File: config.mk
export PLATFORM = sky130hd
export DESIGN_NAME = sdr_port_arbiter_flat
export DESIGN_NICKNAME = d
export VERILOG_FILES = /design/src/rtl/sdr_port_arbiter_if.sv /design/src/rtl/sdr_port_arbiter.sv /design/src/flat_wrapper.sv
export SDC_FILE = /design/constraint.sdc
export NUM_CORES = 1
export LEC_CHECK = 0
export ABC_AREA = 1
export BUFFER_PORTS_ARGS = -buffer_cell sky130_fd_sc_hd__buf_2
export CORE_MARGIN = 5
export CORE_UTILIZATION = 46
export CTS_BUF_LIST = sky130_fd_sc_hd__clkbuf_8
export CTS_CLUSTER_SIZE = 24
export DETAILED_ROUTE_END_ITERATION = 12
export PLACE_DENSITY = 0.83
export REMOVE_ABC_BUFFERS = 1
export SLEW_MARGIN = 15
export SYNTH_ARGS = -nofsm -noshare
export SYNTH_HDL_FRONTEND = slang
export SYNTH_SLANG_ARGS = --single-unit
File: constraint.sdc
create_clock -name pclk -period 2.55 [get_ports pclk]
set_input_delay 0.255 -clock pclk [delete_from_list [all_inputs] [get_ports pclk]]
set_output_delay 0.255 -clock pclk [all_outputs]
set_load 0.05 [all_outputs]
File: src/rtl/sdr_port_arbiter_if.sv
// Request/response and controller command signals around sdr_port_arbiter.
// slave is the arbiter's view; master is the requesters-plus-controller view.
interface sdr_port_arbiter_if #(
  parameter int NUM_PORTS = 4,
  parameter int ADDR_W    = 16,
  parameter int DATA_W    = 16
);
  logic [NUM_PORTS-1:0]        req_valid;
  logic [NUM_PORTS-1:0]        req_write;
  logic [NUM_PORTS*ADDR_W-1:0] req_addr;
  logic [NUM_PORTS*DATA_W-1:0] req_wdata;
  logic [NUM_PORTS-1:0]        req_ready;
  logic [NUM_PORTS-1:0]        rsp_valid;
  logic [DATA_W-1:0]           rsp_rdata;
  logic                        rsp_err;
  logic                        cmd_valid;
  logic                        cmd_ready;
  logic                        cmd_write;
  logic [ADDR_W-1:0]           cmd_addr;
  logic [DATA_W-1:0]           cmd_wdata;
  logic                        cmd_done;
  logic [DATA_W-1:0]           cmd_rdata;

  modport slave (
    input  req_valid, req_write, req_addr, req_wdata, cmd_ready, cmd_done, cmd_rdata,
    output req_ready, rsp_valid, rsp_rdata, rsp_err, cmd_valid, cmd_write, cmd_addr, cmd_wdata
  );

  modport master (
    output req_valid, req_write, req_addr, req_wdata, cmd_ready, cmd_done, cmd_rdata,
    input  req_ready, rsp_valid, rsp_rdata, rsp_err, cmd_valid, cmd_write, cmd_addr, cmd_wdata
  );
endinterface

File: src/rtl/sdr_port_arbiter.sv
// Arbitrates NUM_PORTS requesters onto the SDR controller command port, one command in flight.
// Define SDR_ARB_ROUND_ROBIN_EN for round-robin; otherwise fixed priority, lowest index wins.
module sdr_port_arbiter #(
  parameter int NUM_PORTS = 4,
  parameter int ADDR_W    = 16,
  parameter int DATA_W    = 16,
  parameter int TIMEOUT   = 255
) (
  input  logic              pclk,
  input  logic              preset,
  input  logic              init_done,
  sdr_port_arbiter_if.slave bus,
  output logic [2:0]        grant_id,
  output logic              busy
);
  localparam int                   PTR_W    = $clog2(NUM_PORTS);
  localparam logic [7:0]           TMO_LAST = 8'(TIMEOUT - 1);
  localparam logic [NUM_PORTS-1:0] ONE      = NUM_PORTS'(1);

  typedef enum logic [1:0] {IDLE, ISSUE, WAIT, RESP} state_t;

  state_t            state_q, state_d;
  logic [PTR_W-1:0]  win_q, win_d;
  logic              found;
  logic              accept;
  logic [7:0]        tmo_q;
  logic              cmd_write_q;
  logic [ADDR_W-1:0] cmd_addr_q;
  logic [DATA_W-1:0] cmd_wdata_q;
  logic [DATA_W-1:0] rsp_rdata_q;
  logic              rsp_err_q;

`ifdef SDR_ARB_ROUND_ROBIN_EN
  logic [PTR_W-1:0] rr_ptr_q;
  int               rr_idx;

  // NOTE: every always_comb output gets a default before any branch, so no path can infer a latch.
  always_comb begin
    found  = 1'b0;
    win_d  = '0;
    rr_idx = 0;
    for (int i = 0; i < NUM_PORTS; i++) begin
      rr_idx = int'(rr_ptr_q) + i;
      if (rr_idx >= NUM_PORTS) rr_idx = rr_idx - NUM_PORTS;
      if (!found && bus.req_valid[rr_idx]) begin
        found = 1'b1;
        win_d = PTR_W'(rr_idx);
      end
    end
  end

  always_ff @(posedge pclk or posedge preset) begin
    if (preset) begin
      rr_ptr_q <= '0;
    end else if (state_q == RESP) begin
      rr_ptr_q <= (win_q == PTR_W'(NUM_PORTS - 1)) ? '0 : win_q + 1'b1;
    end
  end
`else
  // Scanning downward lets the lowest requesting index overwrite any higher one.
  always_comb begin
    found = 1'b0;
    win_d = '0;
    for (int i = NUM_PORTS - 1; i >= 0; i--) begin
      if (bus.req_valid[i]) begin
        found = 1'b1;
        win_d = PTR_W'(i);
      end
    end
  end
`endif

  always_comb begin
    state_d = state_q;
    accept  = 1'b0;
    unique case (state_q)
      IDLE:  if (init_done && found) begin
               accept  = 1'b1;
               state_d = ISSUE;
             end
      ISSUE: if (bus.cmd_ready) state_d = WAIT;
      WAIT:  if (bus.cmd_done || tmo_q == TMO_LAST) state_d = RESP;
      RESP:  state_d = IDLE;
      default: state_d = IDLE;
    endcase
  end

  // NOTE: sequential state uses non-blocking assignments so every register samples pre-edge values.
  always_ff @(posedge pclk or posedge preset) begin
    if (preset) state_q <= IDLE;
    else        state_q <= state_d;
  end

  always_ff @(posedge pclk or posedge preset) begin
    if (preset) begin
      win_q       <= '0;
      tmo_q       <= '0;
      cmd_write_q <= 1'b0;
      cmd_addr_q  <= '0;
      cmd_wdata_q <= '0;
      rsp_rdata_q <= '0;
      rsp_err_q   <= 1'b0;
    end else begin
      if (accept) begin
        win_q       <= win_d;
        cmd_write_q <= bus.req_write[win_d];
        cmd_addr_q  <= bus.req_addr[win_d*ADDR_W +: ADDR_W];
        cmd_wdata_q <= bus.req_wdata[win_d*DATA_W +: DATA_W];
      end

      if (state_q == ISSUE && bus.cmd_ready) tmo_q <= '0;
      else if (state_q == WAIT)              tmo_q <= tmo_q + 8'd1;

      // A completion arriving on the timeout cycle still counts as a clean finish.
      if (state_q == WAIT) begin
        if (bus.cmd_done) begin
          rsp_rdata_q <= cmd_write_q ? '0 : bus.cmd_rdata;
          rsp_err_q   <= 1'b0;
        end else if (tmo_q == TMO_LAST) begin
          rsp_rdata_q <= '0;
          rsp_err_q   <= 1'b1;
        end
      end
    end
  end

  // req_ready is the only combinational output; it is forced low while reset is held.
  assign bus.req_ready = (accept && !preset) ? (ONE << win_d) : '0;
  assign bus.rsp_valid = (state_q == RESP) ? (ONE << win_q) : '0;
  assign bus.rsp_rdata = rsp_rdata_q;
  assign bus.rsp_err   = rsp_err_q;
  assign bus.cmd_valid = (state_q == ISSUE);
  assign bus.cmd_write = cmd_write_q;
  assign bus.cmd_addr  = cmd_addr_q;
  assign bus.cmd_wdata = cmd_wdata_q;
  assign grant_id      = 3'(win_q);
  assign busy          = (state_q != IDLE);
endmodule

File: src/flat_wrapper.sv
// flat-port wrapper written by rule: the top's interface ports become plain ports
module sdr_port_arbiter_flat 
#(
  parameter int NUM_PORTS = 4,
  parameter int ADDR_W    = 16,
  parameter int DATA_W    = 16,
  parameter int TIMEOUT   = 255
)
  (pclk, preset, init_done, grant_id, busy, bus_req_valid, bus_req_write, bus_req_addr, bus_req_wdata, bus_cmd_ready, bus_cmd_done, bus_cmd_rdata, bus_req_ready, bus_rsp_valid, bus_rsp_rdata, bus_rsp_err, bus_cmd_valid, bus_cmd_write, bus_cmd_addr, bus_cmd_wdata);
  sdr_port_arbiter_if #(.NUM_PORTS(NUM_PORTS), .ADDR_W(ADDR_W), .DATA_W(DATA_W)) bus_i ();
  input  logic pclk;
  input  logic preset;
  input  logic init_done;
  output logic [2:0] grant_id;
  output logic busy;
  input wire logic [$bits(bus_i.req_valid)-1:0] bus_req_valid;
  input wire logic [$bits(bus_i.req_write)-1:0] bus_req_write;
  input wire logic [$bits(bus_i.req_addr)-1:0] bus_req_addr;
  input wire logic [$bits(bus_i.req_wdata)-1:0] bus_req_wdata;
  input wire logic [$bits(bus_i.cmd_ready)-1:0] bus_cmd_ready;
  input wire logic [$bits(bus_i.cmd_done)-1:0] bus_cmd_done;
  input wire logic [$bits(bus_i.cmd_rdata)-1:0] bus_cmd_rdata;
  output wire logic [$bits(bus_i.req_ready)-1:0] bus_req_ready;
  output wire logic [$bits(bus_i.rsp_valid)-1:0] bus_rsp_valid;
  output wire logic [$bits(bus_i.rsp_rdata)-1:0] bus_rsp_rdata;
  output wire logic [$bits(bus_i.rsp_err)-1:0] bus_rsp_err;
  output wire logic [$bits(bus_i.cmd_valid)-1:0] bus_cmd_valid;
  output wire logic [$bits(bus_i.cmd_write)-1:0] bus_cmd_write;
  output wire logic [$bits(bus_i.cmd_addr)-1:0] bus_cmd_addr;
  output wire logic [$bits(bus_i.cmd_wdata)-1:0] bus_cmd_wdata;
  assign bus_i.req_valid = bus_req_valid;
  assign bus_i.req_write = bus_req_write;
  assign bus_i.req_addr = bus_req_addr;
  assign bus_i.req_wdata = bus_req_wdata;
  assign bus_i.cmd_ready = bus_cmd_ready;
  assign bus_i.cmd_done = bus_cmd_done;
  assign bus_i.cmd_rdata = bus_cmd_rdata;
  assign bus_req_ready = bus_i.req_ready;
  assign bus_rsp_valid = bus_i.rsp_valid;
  assign bus_rsp_rdata = bus_i.rsp_rdata;
  assign bus_rsp_err = bus_i.rsp_err;
  assign bus_cmd_valid = bus_i.cmd_valid;
  assign bus_cmd_write = bus_i.cmd_write;
  assign bus_cmd_addr = bus_i.cmd_addr;
  assign bus_cmd_wdata = bus_i.cmd_wdata;
  sdr_port_arbiter #(.NUM_PORTS(NUM_PORTS), .ADDR_W(ADDR_W), .DATA_W(DATA_W), .TIMEOUT(TIMEOUT)) u_core (.pclk(pclk), .preset(preset), .init_done(init_done), .bus(bus_i), .grant_id(grant_id), .busy(busy));
endmodule
==> run metrics <==
RSZ-0062 raised after global routing no; kind of end point of the critical path output pin; number of setup buffers added after CTS 0; CTS tree built; layout-stage area growth over the synthesis result 34.7%; number of clock buffers inserted by TritonCTS 9; Max Slew Vio Count 0; post-detail-place hpwl between 9 and 10 mm; full die area around 10000 um2; maximum number of pins on one net before global-route repair 67; Final Cycle Share 83.8%; Top-Level Pins 220; timing-limited maximum frequency 468 MHz; number of core rows 33; WL per Instance 13.6 um; fraction of layout instances using a drive strength above 1 roughly a third; worst slew pin tran 0.768 ns; Startpoint Class flop; path type of the worst setup path reg2out; final setup slack of the worst path around 0.41 ns; total leakage power between 3 and 4 nW; latest clock arrival within the worst-skew pair about 0.34 ns; cells after synthesis a little under 600; Critical Path Slowest Stage Cell sky130_fd_sc_hd__dfrtp_1; post-synthesis sequential area ratio around two fifths; result of the run finished, final reports clean; footprint of the multi-input gates around 2000 um2; CTS Buffer Depth 2; final antenna-violating net count 0; tightest hold margin around 0.15 ns; sequence of cells on the critical path inv_1 -> ha_1 -> nand3_2 -> inv_2 -> nand2_1 -> nor3_1 -> buf_2; total power per unit cell area roughly 1100 nW/um2; IO Port Bufs roughly 220; Clock Sinks 62; biggest cell delay along the critical path a little over 0.4 ns; hold-fix buffers at CTS 0; grt ovf 0; average instance area after synthesis about 6.7 um2; Die Y-Extent approximately 100 um; largest area contributor in the synthesized netlist sky130_fd_sc_hd__dfrtp_1; total wire length after detailed routing 12.3 mm; DRC 0; number of detailed-routing iterations run before antenna repair 7; total core area approximately 8300 um2; max-cap check violation count 0; Layout Skew 0.00992 ns; final critical delay including setup and external delays about 2.1 ns; first-pass GRT wire length around 20 mm; leading post-synthesis cells by cell area sky130_fd_sc_hd__dfrtp_1, sky130_fd_sc_hd__nand2_1, sky130_fd_sc_hd__nand3_1; Die Wd around 100 um; global placer's final weighted congestion roughly 0.91; largest vdd supply drop about 0.51 mV; endpoints failing setup 0; clock transition at the registers of the reported paths roughly 0.07 ns; Storage cell area 1550 um2; count of fill cells added during filler insertion 776; number of global-route vias before repair about 4500; distinct cell type count after synthesis 29; via total after detailed routing approximately 4600; CTS Root Buffer Type sky130_fd_sc_hd__clkbuf_8; H-tree depth 3; number of vias per cell approximately 5; Critical Path RT approximately 2.3 ns; share of the synthesized area in the top cell type approximately 40%; total number of nets in the final design around 950; Max transition margin about 49%; count of instances resized after the clock tree is built 0; initial cell density of the core between 40% and 50%; type of the tightest min-delay check in2async; CP top delay family buffers and inverters; number of warnings reported in the yosys synthesis log 0; crit path DAT approximately 1.9 ns; worst slack at placement roughly 0.74 ns; number of DRC markers in iteration 0 212; count of inserted antenna diode cells 0; Cell Area, Synth between 3000 and 4000 um2; flop and latch count out of synthesis 62; initial antenna violation count 0; overall fraction of global-route tracks in use about a quarter; Buf/Inv on CP 3; highest fanout seen on the critical path 5; Final Hold Fails 0
[final timing paths]
kind,from,endpoint,slack (ns),depth (start not counted)
worst max register to register,u_core.tmo_q[0],u_core.bus.rsp_rdata[5],0.90,9
min in group pclk,bus_cmd_rdata[4],u_core.bus.rsp_rdata[4],0.16,3
worst min-delay path,preset,u_core.bus.cmd_addr[2],0.15,3
max in group asynchronous,preset,u_core.bus.cmd_addr[3],1.87,3
worst min register to register,u_core.bus.rsp_rdata[7],u_core.bus.rsp_rdata[7],0.49,2
worst max-delay path,u_core.state_q[0],bus_req_ready[2],0.41,7
[power breakdown]
group          switching [mW]  internal (mW)
clock network           0.412          0.564
registers               0.266           1.40
logic                    2.36          0.767
total                    3.04           2.73
[state kept, by name (all words and copies together), names as in the netlist]
signal and count:
u_core.bus.rsp_rdata 16, u_core.bus.cmd_addr 16, u_core.state_q 2, u_core.win_q 2, u_core.bus.rsp_err 1, u_core.tmo_q 8
u_core.bus.cmd_write 1, u_core.bus.cmd_wdata 16
[synth_stat cells]
library cell / number
sky130_fd_sc_hd__nand3b_1: 5
sky130_fd_sc_hd__nor2_1: 16
sky130_fd_sc_hd__nor3_1: 9
sky130_fd_sc_hd__inv_1: 29
sky130_fd_sc_hd__nand3_2: 2
sky130_fd_sc_hd__a211oi_1: 1
sky130_fd_sc_hd__buf_4: 4
sky130_fd_sc_hd__o211ai_1: 1
sky130_fd_sc_hd__or2_2: 1
sky130_fd_sc_hd__o21ai_1: 11
sky130_fd_sc_hd__nor2_2: 3
sky130_fd_sc_hd__buf_1: 3
sky130_fd_sc_hd__and3_1: 1
sky130_fd_sc_hd__a21oi_1: 9
sky130_fd_sc_hd__inv_2: 4
sky130_fd_sc_hd__nand3_1: 105
sky130_fd_sc_hd__conb_1: 1
sky130_fd_sc_hd__ha_1: 7
sky130_fd_sc_hd__nand2_1: 261
sky130_fd_sc_hd__a21boi_1: 5
sky130_fd_sc_hd__nor3b_1: 1
sky130_fd_sc_hd__nand2_4: 1
sky130_fd_sc_hd__clkbuf_2: 1
sky130_fd_sc_hd__buf_2: 21
sky130_fd_sc_hd__o21ai_0: 13
sky130_fd_sc_hd__dfrtp_1: 62
sky130_fd_sc_hd__nand2_2: 3
sky130_fd_sc_hd__clkbuf_1: 5
sky130_fd_sc_hd__buf_6: 1
[tightest hold or removal path: cells and delay by family]
kind / cells / cell delay [ns]
buffers and inverters: 3 / 0.74
[routing by layer]
layer  up-vias  track usage, %  share of wire (%)
met5         -               0                  0
met4         0            9.89                2.3
met3        23            4.85                9.8
met2       223            40.9                 49
met1      2061            28.6                 39
li1       2277               -                  -
[logic make-up (layout without fill, tap and decap cells)]
logic type	after synthesis	count (layout)	share of synthesized area, %
AOI/OAI and AO/OA	40	40	5.58
adders and majority gates	7	7	2.24
buffers and inverters	68	276	7.82
DFF	62	62	39.8
other	1	1	0.0961
and+or+nand+nor	408	408	44.5
[layout by cell type, fill, tap and decap left out, types with 4 or more instances in the layout]
master                     count
sky130_fd_sc_hd__nand2_1     261
sky130_fd_sc_hd__buf_4         8
sky130_fd_sc_hd__nor3_1        9
sky130_fd_sc_hd__inv_1        28
sky130_fd_sc_hd__buf_2       218
sky130_fd_sc_hd__o21ai_0      13
sky130_fd_sc_hd__nand3_1     105
sky130_fd_sc_hd__dfrtp_1      62
sky130_fd_sc_hd__clkbuf_8      9
sky130_fd_sc_hd__a21oi_1       9
sky130_fd_sc_hd__nand3b_1      5
sky130_fd_sc_hd__ha_1          7
sky130_fd_sc_hd__nor2_1       16
sky130_fd_sc_hd__o21ai_1      11
sky130_fd_sc_hd__inv_2         5
sky130_fd_sc_hd__a21boi_1      5
sky130_fd_sc_hd__inv_6         4
[stage by stage]
stage | utilization, % | std cells | power (mW) | cell area, um2 | TNS (ns)
finish | 63.6 | 899 | 5.76 | 5260 | 0
global route | 63.6 | 899 | 6.14 | 5260 | 0
CTS | 63.6 | 899 | 5.82 | 5260 | 0
detailed placement | 60.9 | 883 | 4.82 | 5030 | 0
global placement | 60.9 | 883 | 4.74 | 5030 | 0
floorplan | - | 551 | 3.91 | 3720 | -8.70
[area by class of cell]
cell class | count | share of cell area, %
Inverter | 33 | 2.36
Clock buffer | 9 | 2.36
Clock inverter | 7 | 1.95
Tap cell | 105 | 2.50
Multi-Input combinational cell | 456 | 39.0
Timing Repair Buffer | 227 | 22.3
Sequential cell | 62 | 29.5
Power figures use the tool's default switching activity.
